`src/rtl/input_conditioner_if.sv`:
```
// Board-side bundle for input_conditioner: raw switches/buttons in, conditioned commands and time out.
interface input_conditioner_if;
    logic [14:0] sw;
    logic [3:0]  btn;
    logic        clear_pulse;
    logic        load_time_pulse;
    logic        load_alarm_pulse;
    logic        stop_alarm_pulse;
    logic [3:0]  minute_out0;
    logic [3:0]  minute_out1;
    logic [3:0]  hour_out0;
    logic [1:0]  hour_out1;
    logic        alarm_on;
    logic [3:0]  btn_level;
    logic        sw_invalid;

    // sw/btn are raw levels with no handshake; every pulse output is a single-cycle
    // strobe, and the time outputs are valid in the cycle a load pulse is high.
    modport master (
        output sw, btn,
        input  clear_pulse, load_time_pulse, load_alarm_pulse, stop_alarm_pulse,
        input  minute_out0, minute_out1, hour_out0, hour_out1,
        input  alarm_on, btn_level, sw_invalid
    );

    modport slave (
        input  sw, btn,
        output clear_pulse, load_time_pulse, load_alarm_pulse, stop_alarm_pulse,
        output minute_out0, minute_out1, hour_out0, hour_out1,
        output alarm_on, btn_level, sw_invalid
    );
endinterface

```
`src/rtl/input_conditioner.sv`:
```
// Synchronises switches/buttons, debounces buttons into command pulses and
// range-checks the switch-coded HH:MM before handing it to the alarm clock core.
module input_conditioner #(
    parameter int SYNC_STAGES     = 2,
    parameter int DEBOUNCE_CYCLES = 1000000
) (
    input logic                  clk,
    input logic                  reset,
    input_conditioner_if.slave   io
);

    localparam int RAW_W = 19;
    localparam logic [19:0] CNT_LAST = 20'(DEBOUNCE_CYCLES - 1);

    logic [RAW_W-1:0] sync_q [SYNC_STAGES];
    logic [RAW_W-1:0] sync_v;
    logic [14:0]      sw_s;
    logic [3:0]       btn_s;

    logic [19:0] db_cnt [4];
    logic [3:0]  stable;
    logic [3:0]  stable_q;
    logic [3:0]  btn_edge;

    logic       sw_valid;
    logic       load_edge;
    logic       clear_pulse_q;
    logic       load_time_pulse_q;
    logic       load_alarm_pulse_q;
    logic       stop_alarm_pulse_q;
    logic [3:0] minute0_q;
    logic [3:0] minute1_q;
    logic [3:0] hour0_q;
    logic [1:0] hour1_q;
    logic       sw_invalid_q;

    assign sync_v = sync_q[SYNC_STAGES-1];
    assign sw_s   = sync_v[14:0];
    assign btn_s  = sync_v[18:15];

    always_ff @(posedge clk or negedge reset) begin
        if (!reset) begin
            for (int i = 0; i < SYNC_STAGES; i++) sync_q[i] <= '0;
        end else begin
            sync_q[0] <= {io.btn, io.sw};
            for (int i = 1; i < SYNC_STAGES; i++) sync_q[i] <= sync_q[i-1];
        end
    end

    // A level change is accepted only after DEBOUNCE_CYCLES consecutive differing samples.
    always_ff @(posedge clk or negedge reset) begin
        if (!reset) begin
            for (int b = 0; b < 4; b++) db_cnt[b] <= '0;
            stable   <= '0;
            stable_q <= '0;
        end else begin
            for (int b = 0; b < 4; b++) begin
                if (btn_s[b] == stable[b]) begin
                    db_cnt[b] <= '0;
                end else if (db_cnt[b] == CNT_LAST) begin
                    stable[b] <= ~stable[b];
                    db_cnt[b] <= '0;
                end else begin
                    db_cnt[b] <= db_cnt[b] + 20'd1;
                end
            end
            stable_q <= stable;
        end
    end

    assign btn_edge  = stable & ~stable_q;
    assign load_edge = btn_edge[1] | btn_edge[2];

    assign sw_valid = (sw_s[3:0] <= 4'd9) && (sw_s[7:4] <= 4'd5) &&
                      (sw_s[11:8] <= 4'd9) && (sw_s[13:12] <= 2'd2) &&
                      !((sw_s[13:12] == 2'd2) && (sw_s[11:8] > 4'd3));

    // Clear wins over a coincident load; stop is handled on its own.
    always_ff @(posedge clk or negedge reset) begin
        if (!reset) begin
            clear_pulse_q      <= 1'b0;
            load_time_pulse_q  <= 1'b0;
            load_alarm_pulse_q <= 1'b0;
            stop_alarm_pulse_q <= 1'b0;
            minute0_q          <= '0;
            minute1_q          <= '0;
            hour0_q            <= '0;
            hour1_q            <= '0;
            sw_invalid_q       <= 1'b0;
        end else begin
            clear_pulse_q      <= 1'b0;
            load_time_pulse_q  <= 1'b0;
            load_alarm_pulse_q <= 1'b0;
            stop_alarm_pulse_q <= btn_edge[3];
            if (btn_edge[0]) begin
                clear_pulse_q <= 1'b1;
                sw_invalid_q  <= 1'b0;
            end else if (load_edge) begin
                if (sw_valid) begin
                    minute0_q          <= sw_s[3:0];
                    minute1_q          <= sw_s[7:4];
                    hour0_q            <= sw_s[11:8];
                    hour1_q            <= sw_s[13:12];
                    load_time_pulse_q  <= btn_edge[1];
                    load_alarm_pulse_q <= btn_edge[2];
                    sw_invalid_q       <= 1'b0;
                end else begin
                    sw_invalid_q <= 1'b1;
                end
            end
        end
    end

    assign io.clear_pulse      = clear_pulse_q;
    assign io.load_time_pulse  = load_time_pulse_q;
    assign io.load_alarm_pulse = load_alarm_pulse_q;
    assign io.stop_alarm_pulse = stop_alarm_pulse_q;
    assign io.minute_out0      = minute0_q;
    assign io.minute_out1      = minute1_q;
    assign io.hour_out0        = hour0_q;
    assign io.hour_out1        = hour1_q;
    assign io.alarm_on         = sw_s[14];
    assign io.btn_level        = stable;
    assign io.sw_invalid       = sw_invalid_q;

endmodule

```
`src/flat_wrapper.sv`:
```
// flat-port wrapper written by rule: the top's interface ports become plain ports
module input_conditioner_flat 
#(
    parameter int SYNC_STAGES     = 2,
    parameter int DEBOUNCE_CYCLES = 1000000
)
  (clk, reset, io_sw, io_btn, io_clear_pulse, io_load_time_pulse, io_load_alarm_pulse, io_stop_alarm_pulse, io_minute_out0, io_minute_out1, io_hour_out0, io_hour_out1, io_alarm_on, io_btn_level, io_sw_invalid);
  input_conditioner_if io_i ();
  input logic clk;
  input logic reset;
  input wire logic [$bits(io_i.sw)-1:0] io_sw;
  input wire logic [$bits(io_i.btn)-1:0] io_btn;
  output wire logic [$bits(io_i.clear_pulse)-1:0] io_clear_pulse;
  output wire logic [$bits(io_i.load_time_pulse)-1:0] io_load_time_pulse;
  output wire logic [$bits(io_i.load_alarm_pulse)-1:0] io_load_alarm_pulse;
  output wire logic [$bits(io_i.stop_alarm_pulse)-1:0] io_stop_alarm_pulse;
  output wire logic [$bits(io_i.minute_out0)-1:0] io_minute_out0;
  output wire logic [$bits(io_i.minute_out1)-1:0] io_minute_out1;
  output wire logic [$bits(io_i.hour_out0)-1:0] io_hour_out0;
  output wire logic [$bits(io_i.hour_out1)-1:0] io_hour_out1;
  output wire logic [$bits(io_i.alarm_on)-1:0] io_alarm_on;
  output wire logic [$bits(io_i.btn_level)-1:0] io_btn_level;
  output wire logic [$bits(io_i.sw_invalid)-1:0] io_sw_invalid;
  assign io_i.sw = io_sw;
  assign io_i.btn = io_btn;
  assign io_clear_pulse = io_i.clear_pulse;
  assign io_load_time_pulse = io_i.load_time_pulse;
  assign io_load_alarm_pulse = io_i.load_alarm_pulse;
  assign io_stop_alarm_pulse = io_i.stop_alarm_pulse;
  assign io_minute_out0 = io_i.minute_out0;
  assign io_minute_out1 = io_i.minute_out1;
  assign io_hour_out0 = io_i.hour_out0;
  assign io_hour_out1 = io_i.hour_out1;
  assign io_alarm_on = io_i.alarm_on;
  assign io_btn_level = io_i.btn_level;
  assign io_sw_invalid = io_i.sw_invalid;
  input_conditioner #(.SYNC_STAGES(SYNC_STAGES), .DEBOUNCE_CYCLES(DEBOUNCE_CYCLES)) u_core (.clk(clk), .reset(reset), .io(io_i));
endmodule
```
`config.mk`:
```
export PLATFORM = sky130hd
export DESIGN_NAME = input_conditioner_flat
export DESIGN_NICKNAME = d
export VERILOG_FILES = /design/src/rtl/input_conditioner_if.sv /design/src/rtl/input_conditioner.sv /design/src/flat_wrapper.sv
export SDC_FILE = /design/constraint.sdc
export NUM_CORES = 1
export LEC_CHECK = 0
export CAP_MARGIN = 10
export CORE_UTILIZATION = 51
export DETAILED_ROUTE_END_ITERATION = 8
export GPL_TIMING_DRIVEN = 0
export HOLD_SLACK_MARGIN = 0.02
export PLACE_DENSITY = 0.8
export SLEW_MARGIN = 10
export SYNTH_ARGS = -nofsm -noshare
export SYNTH_HDL_FRONTEND = slang
export SYNTH_SLANG_ARGS = --single-unit
```
`constraint.sdc`:
```
create_clock -name clk -period 3.3 [get_ports clk]
set_input_delay 0.495 -clock clk [delete_from_list [all_inputs] [get_ports clk]]
set_output_delay 0.495 -clock clk [all_outputs]
set_load 0.01 [all_outputs]
```
==> summary.txt <==
Run status
  – Status: finished clean

CTS
  – CTS Buf Count: 17
  – Clk_lat worst skew: 420 ps
  – Post-cts sizing count: 0
  – Cts hold-fix bufs: 0
  – Post-CTS Setup Bufs: 0
  – Clock Sinks: 145
  – Clk slew on worst S/H paths: 60 ps
  – H-tree depth: 4
  – CTS tree: built
  – CTS root buf: clkbuf_16
  – Clock Path Buffers: 2

Power
  – Logic pwr share: 2.8%
  – Peak supply drop: 0.4367 mV
  – Static Leak: 3.089 nW
  – Sw frac: 20.78%
  – Internal Power: 0.003108 W
  – Cell Pwr Density: 540.3 mW/mm^2
  – Clock share of power: 50.3%
  – Reg power frac: 46.9%
  – Sw power: 0.0008151 W

Route
  – Via-to-Cell Ratio: 5.633
  – Routed vias: 4191
  – Antenna-violating nets left: 0
  – First-pass DRT Iterations: 5
  – Routed len/inst: 15.55 um
  – DRT Wirelength: 11570 um
  – Remaining DRCs: 0
  – Initial detailed-routing violation count: 190

Floorplanning
  – Core box area: 0.01142 sq mm
  – Ports: 45
  – DIE AREA: 0.01219 sq mm
  – Die width: 110.4 um
  – Row cnt: 39
  – DIE HEIGHT: 110.4 um
  – Starting density of the core: 52.48%

Logic synthesis
  – Asr flop ratio synth: 100.0%
  – Synth top area cells: dfrtp_1 61%, xor2_1 4.7%, nor2_1 4.4%
  – Post-synth EDFFs: 0
  – Leading area contributor after synthesis: dfrtp_1
  – Post-synth top cells: 145 x dfrtp_1, 70 x nor2_1, 32 x nand3_1, 32 x xor2_1, 27 x xnor2_1
  – Count leader, synth: dfrtp_1
  – Seq/Total Area, Yosys: 60.56%
  – Mapped Area: 0.005992 sq mm
  – Yosys cell types: 36
  – YS warnings: 0
  – Top_reg_cell synth: dfrtp_1
  – Mapped Cells: 524
  – Top-area cell type share of the netlist area: 60.56%
  – #FFs+latches synth: 145
  – Syn avg cell area: 11.44 sq um
  – Mapped Nets: 549

GRT
  – Vias in the first global route: 4254
  – Initial antenna violation count: 0
  – Largest net degree at the start of global routing: 74
  – Grt ovf: 0
  – Global-route usage over all layers: 21.65%
  – First-pass GRT wire length: 19760 um

Setup path
  – Max FO, Critical Path: 10
  – CP Capture Type: register
  – Worst path cell trace: o31ai_1 -> nand4_1 -> nor3b_2 -> buf_2 -> mux2_2
  – Reg2reg path depth: 5
  – Critical Path RT: 3590 ps
  – Slowest CP cell: nor3b_2
  – Worst EP arrival: 2770 ps
  – Critical path class: reg2reg
  – Crit-path max cell delay: 650 ps
  – Startpoint types: register

Min path
  – Hold Crit Class: in2async

Timing
  – Tcrit/Tclk final: 75.15%
  – # setup viols final: 0
  – Slew @ Worst Pin: 697.8 ps
  – Fin. Hold Viols: 0
  – RSZ-0062 raised after global routing: false
  – Worst relative slew slack: 53.27%
  – Skew final: 7.653 ps
  – Crit path time final: 2480 ps
  – Fmax achieved: 403.2 MHz
  – Final Max Tran Viols: 0

Placed design
  – HPWL Detailed: 7661 um
  – Placed Instances: 712
  – Placer congestion estimate: 0.8702
  – Port Buf Inserts: 44

Cells and area
  – Share of cells above drive strength 1: 11.48%
  – Final std cells w/o fill: 744
  – Post-Route Utilization: 63.59%
  – Diode count: 0
  – Final nets: 613
  – P&R area growth vs syn: 21.17%

Run
  – Max-cap violations: 0
[worst paths after layout]
path | start | endpoint | slack (ps)
setup / recovery | u_core.sync_v[11] | u_core.io.hour_out0[2] | 820
hold reg to reg | u_core.sync_q[31] | u_core.sync_v[12] | 350
setup reg to reg | u_core.sync_v[11] | u_core.io.hour_out0[2] | 820
max in group asynchronous | reset | u_core.db_cnt[68] | 2430
min in group clk | u_core.sync_q[31] | u_core.sync_v[12] | 350
hold / removal | reset | u_core.db_cnt[30] | 110
[flip-flops by register name (all words and copies together), names as in the netlist]
name,flops
u_core.sync_v,19
u_core.io.btn_level,4
u_core.sync_q,19
u_core.io.clear_pulse,1
u_core.db_cnt,80
u_core.io.load_time_pulse,1
u_core.io.load_alarm_pulse,1
u_core.io.minute_out0,4
u_core.io.hour_out1,2
u_core.io.sw_invalid,1
u_core.io.minute_out1,4
u_core.io.hour_out0,4
u_core.stable_q,4
u_core.io.stop_alarm_pulse,1
[critical path: cells and delay by family, from the launching register on]
| kind | cells | cell delay, ps |
|---|---|---|
| AO/OA/AOI/OAI | 1 | 280 |
| buffers and inverters | 1 | 370 |
| flip-flops | 1 | 410 |
| multiplexers | 1 | 370 |
| AND/OR/NAND/NOR | 2 | 920 |
[final cells by class]
cell class                 instances  area (sq um)
buffer                            14         61.31
tap                              143         178.9
sequential                       145          3628
fill                             885          4158
multi-input combinational        356          2268
inverter                           9         33.78
timing repair buffer              45         469.2
clock inverter                    12         153.9
clock buffer                      20         466.7
[cells by family (layout without fill, tap and decap cells)]
| family | count (synthesis) | count (layout) | share of synthesized area [%] |
|---|---|---|---|
| simple gates | 233 | 233 | 21.03 |
| flops | 145 | 145 | 60.56 |
| xor+xnor | 59 | 59 | 8.624 |
| compound gates | 43 | 43 | 4.176 |
| buf+inv | 23 | 100 | 1.587 |
| mux | 17 | 17 | 3.195 |
| fa+ha+maj | 4 | 4 | 0.8353 |
[placed cells by master, fill, tap and decap left out, drive strengths merged, types with 9 or more instances in the layout]
cell type / instances
clkbuf: 27
mux2: 17
o31ai: 11
nand4: 22
xnor2: 27
and3: 11
dfrtp: 145
nor3: 13
nand2: 26
nor2: 70
a21oi: 19
xor2: 32
nand3: 32
nor4: 14
clkdlybuf4s50: 43
o21ai: 12
buf: 9
or4: 9
inv: 12
[routing by layer]
metal  track usage, %  wire length (um)  up-vias
li1                 -                 -     1979
met1            26.79              5022     2114
met2            36.29              5973       86
met3            5.820               406       12
met4            8.271               166        0
met5                0                 0        -
[power groups by stage]
stage          registers (W)  logic (W)  clock network, W
3_3_place_gp         0.00187   0.000105                 0
4_1_cts              0.00184   0.000115           0.00202
3_5_place_dp         0.00187   0.000113                 0
5_1_grt              0.00184   0.000129           0.00209
6_report             0.00184   0.000111           0.00197
2_1_floorplan        0.00186  0.0000382                 0
[stage by stage]
stage               cell area (sq um)  hold WS, ps  setup TNS, ps  power (W)  setup WS [ps]
floorplan                        5992        199.4              0   0.001902           1517
global placement                 6611        332.6        -534240   0.001974          -3697
detailed placement               6640        334.7              0   0.001984          853.0
CTS                              7261        114.0              0   0.003969          827.6
global route                     7261        151.2              0   0.004064          764.7
finish                           7261        105.8              0   0.003923          820.1
(Power assumes the default switching activity.)
==> patch, RTL diff (config.mk and constraints unchanged) <==
`SYNC_STAGES` is set to 2 in 2 places; all go to 4.
--- a/src/rtl/input_conditioner.sv
+++ b/src/rtl/input_conditioner.sv
@@ -1,7 +1,7 @@
 // Synchronises switches/buttons, debounces buttons into command pulses and
 // range-checks the switch-coded HH:MM before handing it to the alarm clock core.
 module input_conditioner #(
-    parameter int SYNC_STAGES     = 2,
+    parameter int SYNC_STAGES     = 4,
     parameter int DEBOUNCE_CYCLES = 1000000
 ) (
     input logic                  clk,
--- a/src/flat_wrapper.sv
+++ b/src/flat_wrapper.sv
@@ -1,7 +1,7 @@
 // flat-port wrapper written by rule: the top's interface ports become plain ports
 module input_conditioner_flat 
 #(
-    parameter int SYNC_STAGES     = 2,
+    parameter int SYNC_STAGES     = 4,
     parameter int DEBOUNCE_CYCLES = 1000000
 )
   (clk, reset, io_sw, io_btn, io_clear_pulse, io_load_time_pulse, io_load_alarm_pulse, io_stop_alarm_pulse, io_minute_out0, io_minute_out1, io_hour_out0, io_hour_out1, io_alarm_on, io_btn_level, io_sw_invalid);
Behaviour: not the same (Yosys sat finds a counterexample within 4 cycles, from zero or initial values and one cycle with reset low).
==> patch against the unedited design <==
  * Total power up 14%
  * Cell area up 13%
  * Via count up 5.6%
  * Hold slack better by 0.24 ns
  * Area after synthesis up 16%
  * Clock power up 2%
  * Wire length up 8.8%
  * Worst setup slack better by 0.34 ns
  * Sequential cell count up 38
==> patch: results (changes against the unedited design) <==
reg2reg setup slack - 1.16 ns (+0.34 ns)
reg2reg path depth - 7 (+2)
Placed Cells - 782 (+9.8%)
via/cell ratio - 5.43 (-3.5%)
share of cells above drive strength 1 - 0.105 (-0.00979)
Critical-path top delay cell - clkbuf_1
largest net degree at the start of global routing - 124 (+68%)
met3 usage - 0.0521 (-0.00608)
NonClk Buf Share - 0.0661 (-0.00693)
worst r2r src - u_core.db_cnt[20]
sequential share of cell area - 0.556 (+0.0567)
post-layout net count - 651 (+6.2%)
Cell Area, Synth - 6940 µm² (+16%)
wl on met1 - 5660 µm (+13%)
drt initial violations - 326 (+72%)
Routed WL - 12600 µm (+8.8%)
multi-input logic area - 2270 µm² (-0.11%)
Synth Instances - 561 (+7.1%)
Placed Area - 7630 µm² (+15%)
FF+latch count - 183 (+26%)
Filler cells - 1011 (+14%)
status - finished, final reports clean
Worst VDD drop - 0.332 mV (-24%)
WL/cell - 15.5 µm (-0.58%)
Final HPWL DP - 8090 µm (+5.6%)
Post-Synthesis Net Count - 586 (+6.7%)
==> patch: cell types whose count changed after synthesis <==
cell,before,now
nor3_1,13,12
xnor2_1,27,26
nand2_1,26,25
dfrtp_1,145,183
xor2_1,32,33
nand4_1,20,21
==> patch: what timing repair did <==
action,4_1_cts,5_1_grt
hold buffers,1,0
gates resized for setup,0,0
hold endpoints to repair,60,0
buffers inserted,0,0
==> patch: kinds of logic (layout without fill, tap and decap cells) <==
| family | count (synthesis) | count (layout) | share of synthesized area |
|---|---|---|---|
| XOR/XNOR | 59 | 59 | 0.0745 |
| AND/OR/NAND/NOR | 232 | 232 | 0.181 |
| adder cells (fa/ha/maj) | 4 | 4 | 0.00721 |
| AO/OA/AOI/OAI | 43 | 43 | 0.0361 |
| flip-flops | 183 | 183 | 0.660 |
| buffers and inverters | 23 | 100 | 0.0137 |
| multiplexers | 17 | 17 | 0.0276 |
